`config.mk`:
```
export PLATFORM = sky130hd
export DESIGN_NAME = hazard_unit
export DESIGN_NICKNAME = d
export VERILOG_FILES = /design/src/rtl/hazard_unit.sv
export SDC_FILE = /design/constraint.sdc
export NUM_CORES = 1
export LEC_CHECK = 0
export CORE_MARGIN = 4
export CORE_UTILIZATION = 44
export CTS_CLUSTER_DIAMETER = 120
export DETAILED_ROUTE_END_ITERATION = 16
export PLACE_DENSITY_LB_ADDON = 0.05
export SLEW_MARGIN = 5
export SYNTH_ARGS = -nofsm -noshare
export SYNTH_HDL_FRONTEND = slang
export SYNTH_SLANG_ARGS = --single-unit
```
`constraint.sdc`:
```
create_clock -name clk -period 3.5 [get_ports clk]
set_clock_uncertainty 0.05 [all_clocks]
set_input_delay 0.35 -clock clk [delete_from_list [all_inputs] [get_ports clk]]
set_output_delay 0.35 -clock clk [all_outputs]
set_load 0.05 [all_outputs]
```
`src/rtl/hazard_unit.sv`:
```
// Load-use / branch-operand interlock for the 5-stage MIPS pipeline.
// Drives PC and IF/ID enables, the ID/EX bubble, the gated flush and a stall counter.
module hazard_unit #(
    parameter int REG_W = 5,
    parameter int CNT_W = 16
) (
    input  logic             clk,
    input  logic             rst_n,
    input  logic [REG_W-1:0] id_rs,
    input  logic [REG_W-1:0] id_rt,
    input  logic             id_uses_rt,
    input  logic             hazard_en,
    input  logic             cond_hazard,
    input  logic             IF_flush,
    input  logic             ex_reg_write,
    input  logic             ex_mem_read,
    input  logic [REG_W-1:0] ex_rd,
    input  logic             mem_mem_read,
    input  logic [REG_W-1:0] mem_rd,
    input  logic             stall_clr,
    output logic             pc_write,
    output logic             if_id_write,
    output logic             id_ex_bubble,
    output logic             if_id_flush,
    output logic [CNT_W-1:0] stall_count
);

    typedef enum logic {RUN, HOLD} state_e;

    state_e           state_q, state_d;
    logic [CNT_W-1:0] cnt_q, cnt_d;
    logic             ex_match, mem_match;
    logic             h1, h2, stall;

    assign ex_match  = (ex_rd != '0) &&
                       ((ex_rd == id_rs) || (id_uses_rt && (ex_rd == id_rt)));
    assign mem_match = (mem_rd != '0) &&
                       ((mem_rd == id_rs) || (id_uses_rt && (mem_rd == id_rt)));

    // Branches resolve in ID, so a load feeding one needs an extra cycle.
    assign h2 = hazard_en && cond_hazard && ex_mem_read && ex_match;
    assign h1 = hazard_en && (
                    (!cond_hazard && ex_mem_read && ex_match) ||
                    (cond_hazard && ex_reg_write && !ex_mem_read && ex_match) ||
                    (cond_hazard && mem_mem_read && mem_match));

    always_comb begin
        state_d = state_q;
        stall   = 1'b0;
        if (state_q == HOLD) begin
            stall   = 1'b1;
            state_d = RUN;
        end else if (h2) begin
            stall   = 1'b1;
            state_d = HOLD;
        end else if (h1) begin
            stall   = 1'b1;
        end
    end

    always_comb begin
        cnt_d = cnt_q;
        if (stall_clr) begin
            cnt_d = '0;
        end else if (stall && (cnt_q != '1)) begin
            cnt_d = cnt_q + CNT_W'(1);
        end
    end

    always_ff @(posedge clk) begin
        if (!rst_n) begin
            state_q <= RUN;
            cnt_q   <= '0;
        end else begin
            state_q <= state_d;
            cnt_q   <= cnt_d;
        end
    end

    // Outputs are held in the safe (frozen, bubbling) state during reset.
    assign pc_write     = rst_n & ~stall;
    assign if_id_write  = rst_n & ~stall;
    assign id_ex_bubble = ~rst_n | stall;
    assign if_id_flush  = rst_n & IF_flush & ~stall;
    assign stall_count  = cnt_q;

endmodule

```
### Word level (Yosys, flattened, before mapping)

Cells that the tools add are included.

* add/sub/neg operators: 1
* equality and inequality tests: 5
* multiplexer cells: 4
* bitwise logic cells: 6
* reduce and logical (&&, ||, !) cells: 26

Operator list (number)
* 5-bit equality test: 4
* 16-bit by 1-bit adder with 16-bit output (second input constant): 1
* 1-bit logical AND: 16
* 16-bit inequality test (second input constant): 1
* 5-bit nonzero test: 2
* 1-bit logical OR: 4
* 1-bit 2-to-1 mux: 4
* 2-bit OR reduction: 2
* 1-bit AND: 3
* 1-bit zero test: 2
* 1-bit inverter: 2
* 1-bit OR: 1

* bits in registers: 17

### Longest topological paths before layout

Gate-level depths: netlist of run 1.

* depth in word-level cells: 13
* mapped depth: 9
* depth with buffers taken out: 6

### Worst setup path after synthesis of run 1

Ideal clock, no wire load.

* path type: input -> output
* start point: in ex_rd[0]
* end point: out if_id_flush
* arrival time: 2.521 ns
* slack: 0.579 ns
* stages on the path: 6
* path buffers: 0
* path through: or4_1 o21ai_0 or2_2 nor2_1 nor2_1 and2_1

* longest elaborated chain between the ends: 13
* elaborated cells between the ends (all ways): 17

Ends and longest elaborated chain
* start, declared: line 17 `input logic [REG_W-1:0] ex_rd,`
* 5-bit equality test: line 36 `((ex_rd == id_rs) || (id_uses_rt && (ex_rd == id_rt)));`
* 1-bit logical AND: line 36
* 1-bit logical OR: line 36
* 1-bit logical AND (*): line 35 `assign ex_match = (ex_rd != '0) &&`
* 1-bit logical AND (on tied branches): line 43, 44
* 1-bit logical OR: line 43 `(!cond_hazard && ex_mem_read && ex_match) ||`
* 1-bit logical OR: line 44 `(cond_hazard && ex_reg_write && !ex_mem_read && ex_match) ||`
* 1-bit logical AND: line 42 `assign h1 = hazard_en && (`
* 1-bit 2-to-1 mux: line 56 `end else if (h1) begin`
* 1-bit 2-to-1 mux (*): line 53 `end else if (h2) begin`
* 1-bit 2-to-1 mux (*): line 50 `if (state_q == HOLD) begin`
* 1-bit inverter (*): line 84 `assign if_id_flush = rst_n & IF_flush & ~stall;`
* 1-bit AND (*): line 84
* end, declared: line 24 `output logic if_id_flush,`

Every way passes the cells marked *; elsewhere a longest branch is shown, timed or not.

### Worst setup path after layout of run 1

* start point: in ex_rd[0]
* end point: out id_ex_bubble

* longest elaborated chain between the ends: 12
* elaborated cells between the ends (all ways): 16

Ends and longest elaborated chain
* 5-bit equality test: line 36
* 1-bit logical AND: line 36
* 1-bit logical OR: line 36
* 1-bit logical AND (*): line 35
* 1-bit logical AND (on tied branches): line 43, 44
* 1-bit logical OR: line 43
* 1-bit logical OR: line 44
* 1-bit logical AND: line 42
* 1-bit 2-to-1 mux: line 56
* 1-bit 2-to-1 mux (*): line 53
* 1-bit 2-to-1 mux (*): line 50
* 1-bit OR (*): line 83 `assign id_ex_bubble = ~rst_n | stall;`
* end, declared: line 23 `output logic id_ex_bubble,`

Marks and branches as above.

==> results of run 1 <==
## power breakdown
part	switching (uW)	leakage, uW	internal (uW)
registers	0.224	0.000137	194
logic	49.1	0.000397	49.8
clock network	65.6	0.0000177	42.5
total	115	0.000551	286
## worst min-delay path: stages (launching register included)
cell and delay, ns:
dfxtp_1 0.34, o31ai_1 0.06, a21oi_1 0.05
## stage by stage
| step | util | setup slack [ns] | area, um^2 | power, uW | cells |
|---|---|---|---|---|---|
| global route | 0.674 | 0.165 | 1730 | 420 | 228 |
| finish | 0.674 | 0.302 | 1730 | 401 | 228 |
| floorplan | - | 0.579 | 1220 | 245 | 152 |
| detailed placement | 0.664 | 0.321 | 1700 | 296 | 224 |
| CTS | 0.674 | 0.313 | 1730 | 403 | 228 |
| global placement | 0.664 | 0.377 | 1700 | 294 | 224 |
## cell type report
class,count,area (um^2),share of cell area
multi-input combinational,122,821,0.474
timing repair buffer,49,483,0.279
sequential,17,340,0.197
tap,30,37.5,0.0217
clock buffer,3,22.5,0.0130
inverter,6,22.5,0.0130
clock inverter,1,5.00,0.00289
## kinds of logic (layout without fill, tap and decap cells)
logic type,after synthesis,in the layout,synth area share
and+or+nand+nor,65,65,0.311
AOI/OAI and AO/OA,32,32,0.174
xor gates and xnor gates,20,20,0.143
DFF,17,17,0.278
buffers and inverters,13,59,0.0521
muxes,4,4,0.0327
adders and majority gates,1,1,0.0102
## placed cells by master, fill, tap and decap left out, drive strengths merged, types with 5 or more instances in the layout
cell type | synthesis | routed
a21oi | 14 | 14
and2 | 5 | 5
clkdlybuf4s50 | 0 | 46
dfxtp | 17 | 17
inv | 6 | 6
nand2 | 11 | 11
nand2b | 5 | 5
nand3 | 6 | 6
nor2 | 6 | 6
nor3 | 7 | 7
o31ai | 9 | 9
or4 | 11 | 11
xor2 | 18 | 18
## layer usage
layer | vias to the layer above | wire length, um
met1 | 586 | 1440
met2 | 38 | 1590
li1 | 656 | -
met5 | - | 0
met3 | 6 | 166
met4 | 0 | 57
## how the worst max path moves through the flow
| stage | end | slack [ns] | cells after the start |
|---|---|---|---|
| 2_1_floorplan | if_id_flush | 0.58 | 6 |
| 3_3_place_gp | id_ex_bubble | 0.38 | 8 |
| 3_5_place_dp | id_ex_bubble | 0.32 | 8 |
| 4_1_cts | id_ex_bubble | 0.31 | 8 |
| 5_1_grt | id_ex_bubble | 0.16 | 8 |
| 6_report | id_ex_bubble | 0.30 | 8 |
## registers in the layout, summed over array words and instances (netlist names)
name	flops
stall_count	16
state_q	1
==> metrics.txt, run 1 <==
syn nets=around 180; Post-route DRC=0; # nets final=230; EDFF count, synth=0; commonest cells in the netlist=xor2_1 (18), dfxtp_1 (17), a21oi_1 (14), nand2_1 (11), or4_1 (11); Row Count=18; Die Height=~61 um; Critical Path AT=around 2.8 ns; gpl congestion=roughly 0.84; crit path cell chain=clkdlybuf4s50_1 > or4_1 > o21ai_0 > or2_2 > nor2_1 > nor2_1 > inv_1 > clkdlybuf4s50_1; LEAKAGE=0.000551 uW; CTS tree=done; Core Region=between 2000 and 3000 um^2; pin count of the biggest net entering global routing=28; area grow syn2layout=41.4%; Synth area leader=dfxtp_1; DRT Pass-1 Iters=4; final hold vios=0; first-pass GRT wire length=between 5000 and 6000 um; hpwl dp=2520 um; most used routing layer in global routing=met2; Peak Freq=313 MHz; dominant cells by area after synthesis=dfxtp_1 (28%), xor2_1 (13%), or4_1 (6.7%), a21oi_1 (5.7%), o31ai_1 (5.5%); clk_lat worst skew=0.30 ns; cell with the most instances after synthesis=xor2_1; Max VDD drop=about 0.21 mV; GRT Util Overall=0.186; setup bufs post-CTS=0; Synth async-reset ratio=0; WL final=roughly 3300 um; Initial Utilization=0.477; worst r2r src=stall_count[6]; hold slack=0.444 ns; H-tree levels=1; RSZ-0062 raised after global routing=no; min-delay src=stall_count[3]; GR Layer Usage met3=0.0468; initial DRC count=72; post-route setup TNS=0 ns; Antenna Cells=0; port buffer count=just under 50; fin crit period=approximately 3.2 ns; Root Driver=clkbuf_4; worst reg2reg path depth=6; Hold Path Stages=2; reg2reg end=stall_count[11]; CP Buf/Inv Count=3; post_cts resized=0; Crit. Startpoint=ex_rd[0]; crit-path leading delay family=buffers and inverters; global-route track usage on met1=0.235; crit-path max FO=4; wire per inst=14.3 um; Seq/Total Area, Yosys=0.278; hold endpoint=stall_count[3]; layout cells sized above 1=0.0556; total gr overflow=0; final setup violation count=0; Worst-Margin Slew=just over 0.7 ns; Top FF cell, synth=dfxtp_1; antenna violations before repair=0; Crit path largest cell delay=between 0.7 and 0.8 ns; hold buffer count at CTS=0; GR Layer Usage met2=0.302; DRT antenna net count=0; HP Class=reg -> reg; max-cap viol count=0; warnings from Yosys=0; flop-to-flop setup slack=between 1 and 1.5 ns; post-synth top area share=0.278; CTS max path bufs=2; CTS Sinks=17; # IOs=50; CP Launch Type=input pin; Synth Register Bits=17; CP max stage cell=clkdlybuf4s50_1; Slew HR=0.525; Pwr Density=~230 nW/um^2; layout filler cell count=between 200 and 250; die width=a little over 60 um; cts bufs inserted=3; Critical Path RT=between 3 and 4 ns; critical path type=in -> out; vias per inst=between 5 and 6; number of global-route vias before repair=about 1,200; outcome=finished clean; Distinct cells, synth=32; Syn Std Cell Area=1220 um^2; Final period util=0.914; Reg clk slew, reported paths=0.11 ns; Syn Inst Count=about 150; Worst Setup End Kind=output pin; vias=between 1,000 and 1,500; full die area=about 3700 um^2; max-slew violation count=0; syn avg cell area=8.06 um^2
No activity file was read; power rests on OpenSTA's default activity.
==> run 2, diff against run 1 <==
Settings changed: PLACE_DENSITY set to 0.83, PLACE_DENSITY_LB_ADDON 0.05 to unset.
==> run 2 against run 1 <==
  * Design area unchanged
  * Setup slack improved by 0.0097 ns
  * Maximum frequency increased by 0.31%
  * Count of clock-buffer cells in the layout unchanged
  * Critical endpoint unchanged
  * Highest routed layer unchanged
==> metrics.txt, run 2 (same netlist as run 1, synthesis figures left out) <==
DRT antenna net count=0; Core Region=~2600 um^2; wire per inst=roughly 14 um; Layout Cells excl Fill=between 200 and 250; WL final=between 3000 and 4000 um; port buffer count=49; Crit path largest cell delay=around 0.7 ns; Worst Setup End Kind=output pin; post-route setup TNS=0 ns; gpl congestion=0.821; Max VDD drop=roughly 0.16 mV; Slew HR=0.528; fin crit period=~3.2 ns; worst reg2reg path depth=6; # IOs=50; hpwl dp=approximately 2600 um; RSZ-0062 raised after global routing=no; die width=slightly above 60 um; outcome=finished clean; full die area=between 3000 and 4000 um^2; Pwr Density=around 230 nW/um^2; vias per inst=between 5 and 6; Initial Utilization=0.477; first-pass GRT wire length=roughly 5000 um; Die Height=around 61 um; hold endpoint=stall_count[3]; CP Launch Type=input pin; GRT Util Overall=0.175; setup bufs post-CTS=0; flop-to-flop setup slack=about 1.2 ns; CP max stage cell=clkdlybuf4s50_1; Peak Freq=314 MHz; Worst-Margin Slew=0.707 ns; antenna violations before repair=0; crit-path leading delay family=buffers and inverters; H-tree levels=1; area grow syn2layout=41.4%; Critical Path AT=2.79 ns; clk_lat worst skew=just under 0.3 ns; crit-path max FO=4; post_cts resized=0; DRT Pass-1 Iters=6; final hold vios=0; pin count of the biggest net entering global routing=28; cts bufs inserted=3; Row Count=18; crit path cell chain=clkdlybuf4s50_1 > or4_1 > o21ai_0 > or2_2 > nor2_1 > nor2_1 > inv_1 > clkdlybuf4s50_1; Antenna Cells=0; max-slew violation count=0; vias=between 1,000 and 1,500; design area=1730 um^2; Reg clk slew, reported paths=roughly 0.1 ns; critical path type=in -> out; min-delay src=stall_count[3]; Critical Path RT=around 3.1 ns; commonest non-fill, non-tap cell in the layout=clkdlybuf4s50_1; initial DRC count=45; worst r2r src=stall_count[6]; max-cap viol count=0; Cell Area, Placed=approximately 1700 um^2; Largest register FFs=16; # nets final=230; hold buffer count at CTS=0; Layout Utilization=0.674; Root Driver=clkbuf_4; CTS tree=done; layout cells sized above 1=0.0556; Final Power=slightly below 400 uW; Post-route DRC=0; number of global-route vias before repair=roughly 1,200; LEAKAGE=~0.00055 uW; Final period util=0.911; reg2reg end=stall_count[11]; final setup violation count=0; # placed instances=around 220; CTS Sinks=17; HP Class=reg -> reg; total gr overflow=0; Hold Path Stages=2; CP Buf/Inv Count=3; CTS max path bufs=2; commonest cells after routing, fill and taps aside=clkdlybuf4s50_1 (46), xor2_1 (18), dfxtp_1 (17); layout filler cell count=219
[run 2: cell counts in the layout (fill, tap and decap cells not counted)]
Identical to the previous run, type by type.
[run 2: cell type report]
type / instances / area, um^2 / area share
clock buffer: 3 / 22.5 / 0.0130
clock inverter: 1 / 5.00 / 0.00289
inverter: 6 / 22.5 / 0.0130
multi-input combinational: 122 / 821 / 0.474
sequential: 17 / 340 / 0.197
tap: 30 / 37.5 / 0.0217
timing repair buffer: 49 / 483 / 0.279
[run 2: routing by layer]
layer,vias up,wire length [um],global-route usage
li1,649,-,-
met1,585,1460,0.233
met4,0,38,0.0464
met5,-,0,0
met2,36,1510,0.299
met3,4,126,0.0191
[run 2: metrics by stage]
| step | setup WS (ns) | hold slack, ns |
|---|---|---|
| 3_3_place_gp | 0.359 | 0.421 |
| 5_1_grt | 0.142 | 0.476 |
| 6_report | 0.311 | 0.447 |
| 4_1_cts | 0.287 | 0.449 |
| 3_5_place_dp | 0.285 | 0.435 |
| 2_1_floorplan | 0.579 | 0.431 |
[run 2: worst max-delay path by stage]
| stage | slack [ns] | cells after the start | startpoint | end |
|---|---|---|---|---|
| finish | 0.31 | 8 | ex_rd[1] | id_ex_bubble |
| global route | 0.14 | 8 | ex_rd[1] | id_ex_bubble |
| CTS | 0.29 | 8 | ex_rd[1] | id_ex_bubble |
| detailed placement | 0.28 | 8 | ex_rd[1] | id_ex_bubble |
| global placement | 0.36 | 8 | ex_rd[0] | id_ex_bubble |
| floorplan | 0.58 | 6 | ex_rd[0] | if_id_flush |
[run 2: report_power, final]
part / internal [uW] / switching (uW)
sequential: 193 / 0.232
clock: 42.5 / 62.3
combinational: 49.9 / 49.0
total: 286 / 111
[run 2: worst min-delay path, stage by stage (launching register included)]
cell and delay, ns:
dfxtp_1 0.34, o31ai_1 0.07, a21oi_1 0.05
